<file path="src/rtl/r8b_mbe_pipe.sv">
// -----------------------------------------------------------------------------
// r8b_mbe_pipe -- pipelined radix-8 modified-Booth multiplier
//
// Computes Z = X*Y (2N bits, exact) for unsigned (TC=0) or two's-complement
// (TC=1) operands. Y is recoded into radix-8 Booth digits in -4..+4. Each digit
// selects one of +/-{0, X, 2X, 3X, 4X}, where 3X is precomputed once per
// operation. The partial products are compressed with a carry-save tree to a
// sum/carry pair. One carry-propagate add then resolves that pair.
//
// Pipeline (PIPE_STAGES register stages from accepted operands to Z):
//   1: recode + 3X + tree + add all in one stage
//   2: [recode + 3X] | [tree + add]
//   3: [recode + 3X] | [tree] | [add]
//   4: [recode + 3X] | [tree, low digits] | [tree, high digits] | [add]
// The whole pipeline advances together whenever I_READY is high, and every
// stage carries its own valid bit.
//
// Optional feature: define R8B_MBE_ACC_EN to add the ACC input. The result
// register then becomes an accumulator A:
//   A = ACC ? A + X*Y : X*Y   (modulo 2^(2N)), Z = A.
//
// Parameters:
//   N            operand width, 6..64
//   PIPE_STAGES  register stages, 1..4
// Ports:
//   CLK      clock, rising edge
//   RST_n    asynchronous active-low reset
//   I_VALID  operands valid          I_READY  operands accepted this cycle
//   X, Y     multiplicand/multiplier TC       1 = signed operands
//   ACC      accumulate (R8B_MBE_ACC_EN only)
//   O_VALID  Z valid                 O_READY  downstream takes Z
//   Z        2N-bit product / accumulator
// -----------------------------------------------------------------------------
module r8b_mbe_pipe #(
  parameter int N           = 24,
  parameter int PIPE_STAGES = 3
) (
  input  logic           CLK,
  input  logic           RST_n,
  input  logic           I_VALID,
  output logic           I_READY,
  input  logic [N-1:0]   X,
  input  logic [N-1:0]   Y,
  input  logic           TC,
`ifdef R8B_MBE_ACC_EN
  input  logic           ACC,
`endif
  output logic           O_VALID,
  input  logic           O_READY,
  output logic [2*N-1:0] Z
);

  localparam int W    = 2 * N;
  // Y is extended by one bit, then padded up to a multiple of 3.
  localparam int D    = (N + 3) / 3;
  localparam int YW   = 3 * D;
  localparam int HALF = D / 2;

  typedef logic [W-1:0] word_t;

  typedef struct packed {
`ifdef R8B_MBE_ACC_EN
    logic            acc;
`endif
    word_t           xe;    // X extended to 2N bits (sign or zero)
    word_t           x3;    // 3X, computed once per operation
    logic [D-1:0][3:0] dig; // Booth digits, two's complement, -4..+4
  } rec_t;

  typedef struct packed {
    word_t s;
    word_t c;
  } sc_t;

  typedef struct packed {
    rec_t rec;
    sc_t  sc;
  } part_t;

  typedef struct packed {
`ifdef R8B_MBE_ACC_EN
    logic acc;
`endif
    sc_t  sc;
  } red_t;

  function automatic rec_t recode(input logic [N-1:0] x, input logic [N-1:0] y,
                                  input logic tc);
    rec_t        r;
    logic [YW:0] yx;
    int          d;
    r    = '0;
    r.xe = {{N{tc & x[N-1]}}, x};
    r.x3 = r.xe + (r.xe << 1);
    // The implicit y[-1] = 0 sits at yx[0], so window i is yx[3i+3:3i].
    yx   = {{(YW-N){tc & y[N-1]}}, y, 1'b0};
    for (int i = 0; i < D; i++) begin
      d = (yx[3*i+3] ? -4 : 0) + (yx[3*i+2] ? 2 : 0)
        + (yx[3*i+1] ? 1 : 0)  + (yx[3*i]   ? 1 : 0);
      r.dig[i] = 4'(d);
    end
    return r;
  endfunction

  // Carry-save accumulation of the partial products for digits lo..hi-1.
  function automatic sc_t compress(input rec_t r, input sc_t in,
                                   input int lo, input int hi);
    sc_t        o;
    word_t      m;
    word_t      pp;
    word_t      t;
    logic [3:0] mag;
    o = in;
    for (int i = 0; i < D; i++) begin
      if (i >= lo && i < hi) begin
        mag = r.dig[i][3] ? -r.dig[i] : r.dig[i];
        case (mag)
          4'd0:    m = '0;
          4'd1:    m = r.xe;
          4'd2:    m = r.xe << 1;
          4'd3:    m = r.x3;
          default: m = r.xe << 2;
        endcase
        pp  = r.dig[i][3] ? -m : m;
        pp  = pp << (3 * i);
        t   = o.s ^ o.c ^ pp;
        o.c = ((o.s & o.c) | (o.s & pp) | (o.c & pp)) << 1;
        o.s = t;
      end
    end
    return o;
  endfunction

  logic  adv;
  logic  o_valid_q, o_valid_d;
  word_t z_q, z_d;

  assign I_READY = !o_valid_q || O_READY;
  assign adv     = I_READY;
  assign O_VALID = o_valid_q;
  assign Z       = z_q;

  // ---------------------------------------------------------------- stage 1
  rec_t rec_c, rec_s;
  logic rec_v;

  always_comb begin
    rec_c = recode(X, Y, TC);
`ifdef R8B_MBE_ACC_EN
    rec_c.acc = ACC;
`endif
  end

  if (PIPE_STAGES >= 2) begin : g_rec_reg
    rec_t rec_q, rec_d;
    logic rec_v_q, rec_v_d;

    // NOTE: every variable in an always_comb gets a value on every path
    // (here through the ternaries). Otherwise a latch is inferred.
    always_comb begin
      rec_d   = adv ? rec_c   : rec_q;
      rec_v_d = adv ? I_VALID : rec_v_q;
    end

    // NOTE: sequential state uses non-blocking assignments only. This keeps
    // the flop updates order-independent across always_ff blocks.
    always_ff @(posedge CLK or negedge RST_n) begin
      if (!RST_n) rec_v_q <= 1'b0;
      else        rec_v_q <= rec_v_d;
    end

    // NOTE: datapath payload registers have no reset. The valid bits alone
    // decide whether their contents mean anything.
    always_ff @(posedge CLK) rec_q <= rec_d;

    assign rec_s = rec_q;
    assign rec_v = rec_v_q;
  end else begin : g_rec_comb
    assign rec_s = rec_c;
    assign rec_v = I_VALID;
  end

  // ------------------------------------------- compression tree, low digits
  part_t part_c, part_s;
  logic  part_v;

  always_comb begin
    part_c.rec = rec_s;
    part_c.sc  = compress(rec_s, '0, 0, HALF);
  end

  if (PIPE_STAGES == 4) begin : g_part_reg
    part_t part_q, part_d;
    logic  part_v_q, part_v_d;

    always_comb begin
      part_d   = adv ? part_c : part_q;
      part_v_d = adv ? rec_v  : part_v_q;
    end

    always_ff @(posedge CLK or negedge RST_n) begin
      if (!RST_n) part_v_q <= 1'b0;
      else        part_v_q <= part_v_d;
    end

    always_ff @(posedge CLK) part_q <= part_d;

    assign part_s = part_q;
    assign part_v = part_v_q;
  end else begin : g_part_comb
    assign part_s = part_c;
    assign part_v = rec_v;
  end

  // ------------------------------------------ compression tree, high digits
  red_t red_c, red_s;
  logic red_v;

  always_comb begin
    red_c.sc = compress(part_s.rec, part_s.sc, HALF, D);
`ifdef R8B_MBE_ACC_EN
    red_c.acc = part_s.rec.acc;
`endif
  end

  if (PIPE_STAGES >= 3) begin : g_red_reg
    red_t red_q, red_d;
    logic red_v_q, red_v_d;

    always_comb begin
      red_d   = adv ? red_c  : red_q;
      red_v_d = adv ? part_v : red_v_q;
    end

    always_ff @(posedge CLK or negedge RST_n) begin
      if (!RST_n) red_v_q <= 1'b0;
      else        red_v_q <= red_v_d;
    end

    always_ff @(posedge CLK) red_q <= red_d;

    assign red_s = red_q;
    assign red_v = red_v_q;
  end else begin : g_red_comb
    assign red_s = red_c;
    assign red_v = part_v;
  end

  // ------------------------------------------- final carry-propagate add
  word_t sum;
  word_t result;

  always_comb begin
    sum    = red_s.sc.s + red_s.sc.c;
`ifdef R8B_MBE_ACC_EN
    result = red_s.acc ? z_q + sum : sum;
`else
    result = sum;
`endif
    // Z only loads on a valid result. Bubbles leave the last value in place.
    z_d       = (adv && red_v) ? result : z_q;
    o_valid_d = adv ? red_v : o_valid_q;
  end

  always_ff @(posedge CLK or negedge RST_n) begin
    if (!RST_n) begin
      z_q       <= '0;
      o_valid_q <= 1'b0;
    end else begin
      z_q       <= z_d;
      o_valid_q <= o_valid_d;
    end
  end

endmodule

</file>
<file path="config.mk">
export PLATFORM = sky130hd
export DESIGN_NAME = r8b_mbe_pipe
export DESIGN_NICKNAME = d
export VERILOG_FILES = /design/src/rtl/r8b_mbe_pipe.sv
export SDC_FILE = /design/constraint.sdc
export NUM_CORES = 2
export LEC_CHECK = 0
export BUFFER_PORTS_ARGS = -buffer_cell sky130_fd_sc_hd__buf_2
export CAP_MARGIN = 0
export CORE_ASPECT_RATIO = 1.2
export CORE_MARGIN = 2
export CORE_UTILIZATION = 60
export CTS_CLUSTER_SIZE = 30
export DETAILED_ROUTE_END_ITERATION = 10
export GPL_TIMING_DRIVEN = 0
export PLACE_DENSITY = 0.79
export SYNTH_ARGS = -nofsm -noshare
export SYNTH_HDL_FRONTEND = slang
export SYNTH_SLANG_ARGS = --single-unit
</file>
<file path="constraint.sdc">
create_clock -name CLK -period 14.1 [get_ports CLK]
set_clock_uncertainty 0.15 [all_clocks]
set_input_delay 0.705 -clock CLK [delete_from_list [all_inputs] [get_ports CLK]]
set_output_delay 0.705 -clock CLK [all_outputs]
set_load 0.03 [all_outputs]
</file>
==> metrics.txt <==
minimum clock period 12.61 ns; antenna diode count 0; H-tree depth reported by CTS 1; transition time at the pin with the least slew margin 1.38 ns; area of the core region 49200 sq um; cell area after technology mapping 30000 sq um; Highest Clock Rate ~79 MHz; average cell area after synthesis between 8 and 9 sq um; count of instances resized after the clock tree is built 0; cell count of the worst reg-to-reg path 31; most frequent standard cell in the layout excluding fill and tap cells nand2_1; Die H 249 um; Ports 103; Hold WC Path Type input port to flip-flop; number of DRC violations after detailed routing 0; EDFF count, synth 168; most frequent cells in the layout nand2_1, inv_1, o21ai_0; async set-or-reset flop fraction in the synthesized netlist 0.233; final hold violation count 0; CP Class flip-flop to flip-flop; primary flip-flop cell chosen by synthesis mapping edfxtp_1; design area 32200 sq um; via count of the routed design 29800; antenna violations before repair 2; source of the critical timing path g_rec_reg.rec_q[0]; width of the die 208 um; clock latency of the later-clocked register in the worst-skew pair 0.58 ns; run status finished, final reports clean; Final WS setup roughly 1.5 ns; number of setup buffers added after CTS 0; total number of placement rows 89; YS warnings 0; Clock transition at path regs 0.07 ns; count of state elements after synthesis 219; Layout Area Growth over Synthesis 7.27%; initial standard-cell utilization of the core 0.609; period utilisation layout 0.895; share of the synthesized area in the top cell type 0.168; synthesized instance count 3424; r2r setup slk 1.49 ns; number of nets in the layout 4034; headroom to the max-slew limit 0.0715; number of buffers created by CTS 23; biggest cell delay along the critical path 0.96 ns; Setup violations, final 0; required time of the critical path between 10 and 15 ns; Worst Setup Slack post-DPL 1.97 ns; maximum number of pins on one net before global-route repair 72; worst flop-to-flop path endpoint g_red_reg.red_q[95]; violation count after the first detailed-routing iteration approximately 4000; DRT Wirelength 127000 um; routability congestion estimate 1.11; Final Slew Violations 0; layout cells sized above 1 0.0680; clock tree from TritonCTS done; Final TNS setup 0 ns; number of buffers on the longest clock path 3; Detailed Place HPWL just over 100000 um; register area share after synthesis 0.211; biggest fanout along the worst timing path 10; leading cell types by total area after synthesis edfxtp_1, fa_1, ha_1; FILL cells 4170; wire length per cell between 30 and 40 um; termination of the worst setup path g_red_reg.red_q[95]; CP Launch Type flip-flop; # clock sinks 219; first-pass iteration count of the detailed router 7; number of nets with antenna violations after routing 0; cell area after placement 31400 sq um; RSZ-0062 raised after global routing no; hold slack final ~0.16 ns; Synth area leader edfxtp_1; number of violations of the max-capacitance limit 0; clock root buffer clkbuf_16; All-Layer GR Usage 0.476; CP Capture Type flip-flop; Die Footprint 51800 sq um; quantity of hold-fixing buffers added after cts 0; first-pass GRT wire length 184000 um; number of global-route vias before repair 29800; R2R Path Start g_rec_reg.rec_q[0]; synth unique cells 98; vias per inst 7.07; worst endpoint data arrival time 12.75 ns; residual overflow from global routing 0; post-synthesis net count 3902; number of buffer cells added on primary ports 102; slowest stage cell, crit path nor4_1
-- stage by stage --
stage,utilization,cells
finish,0.653,4210
global route,0.653,4210
CTS,0.653,4209
detailed placement,0.638,4167
global placement,0.636,4163
floorplan,-,3424
-- routing by layer --
| layer | track usage | wire length [um] | vias to the layer above |
|---|---|---|---|
| li1 | - | - | 12700 |
| met1 | 0.532 | 42600 | 14200 |
| met2 | 0.759 | 56500 | 2111 |
| met3 | 0.121 | 14400 | 691 |
| met4 | 0.406 | 13000 | 2 |
| met5 | 0 | 18 | - |
-- critical path, delay by kind of cell (launching register included) --
family / cells / cell delay [ns]
AOI/OAI and AO/OA: 3 / 1.51
xor gates and xnor gates: 8 / 2.20
adders and majority gates: 8 / 3.96
buffers and inverters: 6 / 1.69
DFF: 1 / 0.31
muxes: 1 / 0.18
and+or+nand+nor: 5 / 2.30
-- Yosys cell counts (21+ instances only) --
cell type and instances:
nand2_1 281, inv_1 273, o21ai_0 247, clkbuf_1 231
fa_1 226, ha_1 199, edfxtp_1 168, nand3_1 158
xnor2_1 155, xor2_1 137, a21oi_1 124, nor2_1 118
nand4_1 90, a22oi_1 74, o211ai_1 60, dfrtp_1 51
nor3_1 50, o31ai_1 48, mux2i_1 45, a221o_1 42
nor4_1 34, nand2b_1 32, a22o_1 31, a31oi_1 31
a21o_1 29, or2_2 28, o41ai_1 27, nor2b_1 24
o21a_1 22, or3_1 22, buf_1 21
-- logic make-up after synthesis --
logic type,count (synthesis),synth area share
xor+xnor,295,0.0877
mux,61,0.0210
other cells,1,0.000125
compound gates,944,0.219
simple gates,936,0.158
flops,219,0.211
buf+inv,543,0.0693
fa+ha+maj,425,0.234
-- registers in the layout (all words and copies together) (netlist names) --
register           flops
O_VALID                1
g_red_reg.red_q       85
g_red_reg.red_v_q      1
Z                     48
g_rec_reg.rec_v_q      1
g_rec_reg.rec_q       83
-- layout make-up --
type	count	area [sq um]	area share
Multi-Input combinational cell	2662	21600	0.672
Sequential cell	219	6320	0.197
Buffer	267	1050	0.0325
Inverter	276	1040	0.0322
Tap cell	637	797	0.0248
Clock buffer	34	637	0.0198
Timing Repair Buffer	107	588	0.0183
Clock inverter	8	126	0.00393
-- how the worst min path moves through the flow --
stage	start	to	slack [ns]	cells after the start
floorplan	RST_n	O_VALID	0.26	0
global placement	g_red_reg.red_q[58]	Z[10]	0.27	2
detailed placement	g_red_reg.red_q[58]	Z[10]	0.28	2
CTS	Y[0]	g_rec_reg.rec_q[0]	0.14	1
global route	Y[0]	g_rec_reg.rec_q[0]	0.16	1
finish	Y[0]	g_rec_reg.rec_q[0]	0.16	1
Power is left out: the tool's default activity adds up to more than one toggle a clock period on the data nets, which glitch-free logic cannot reach.
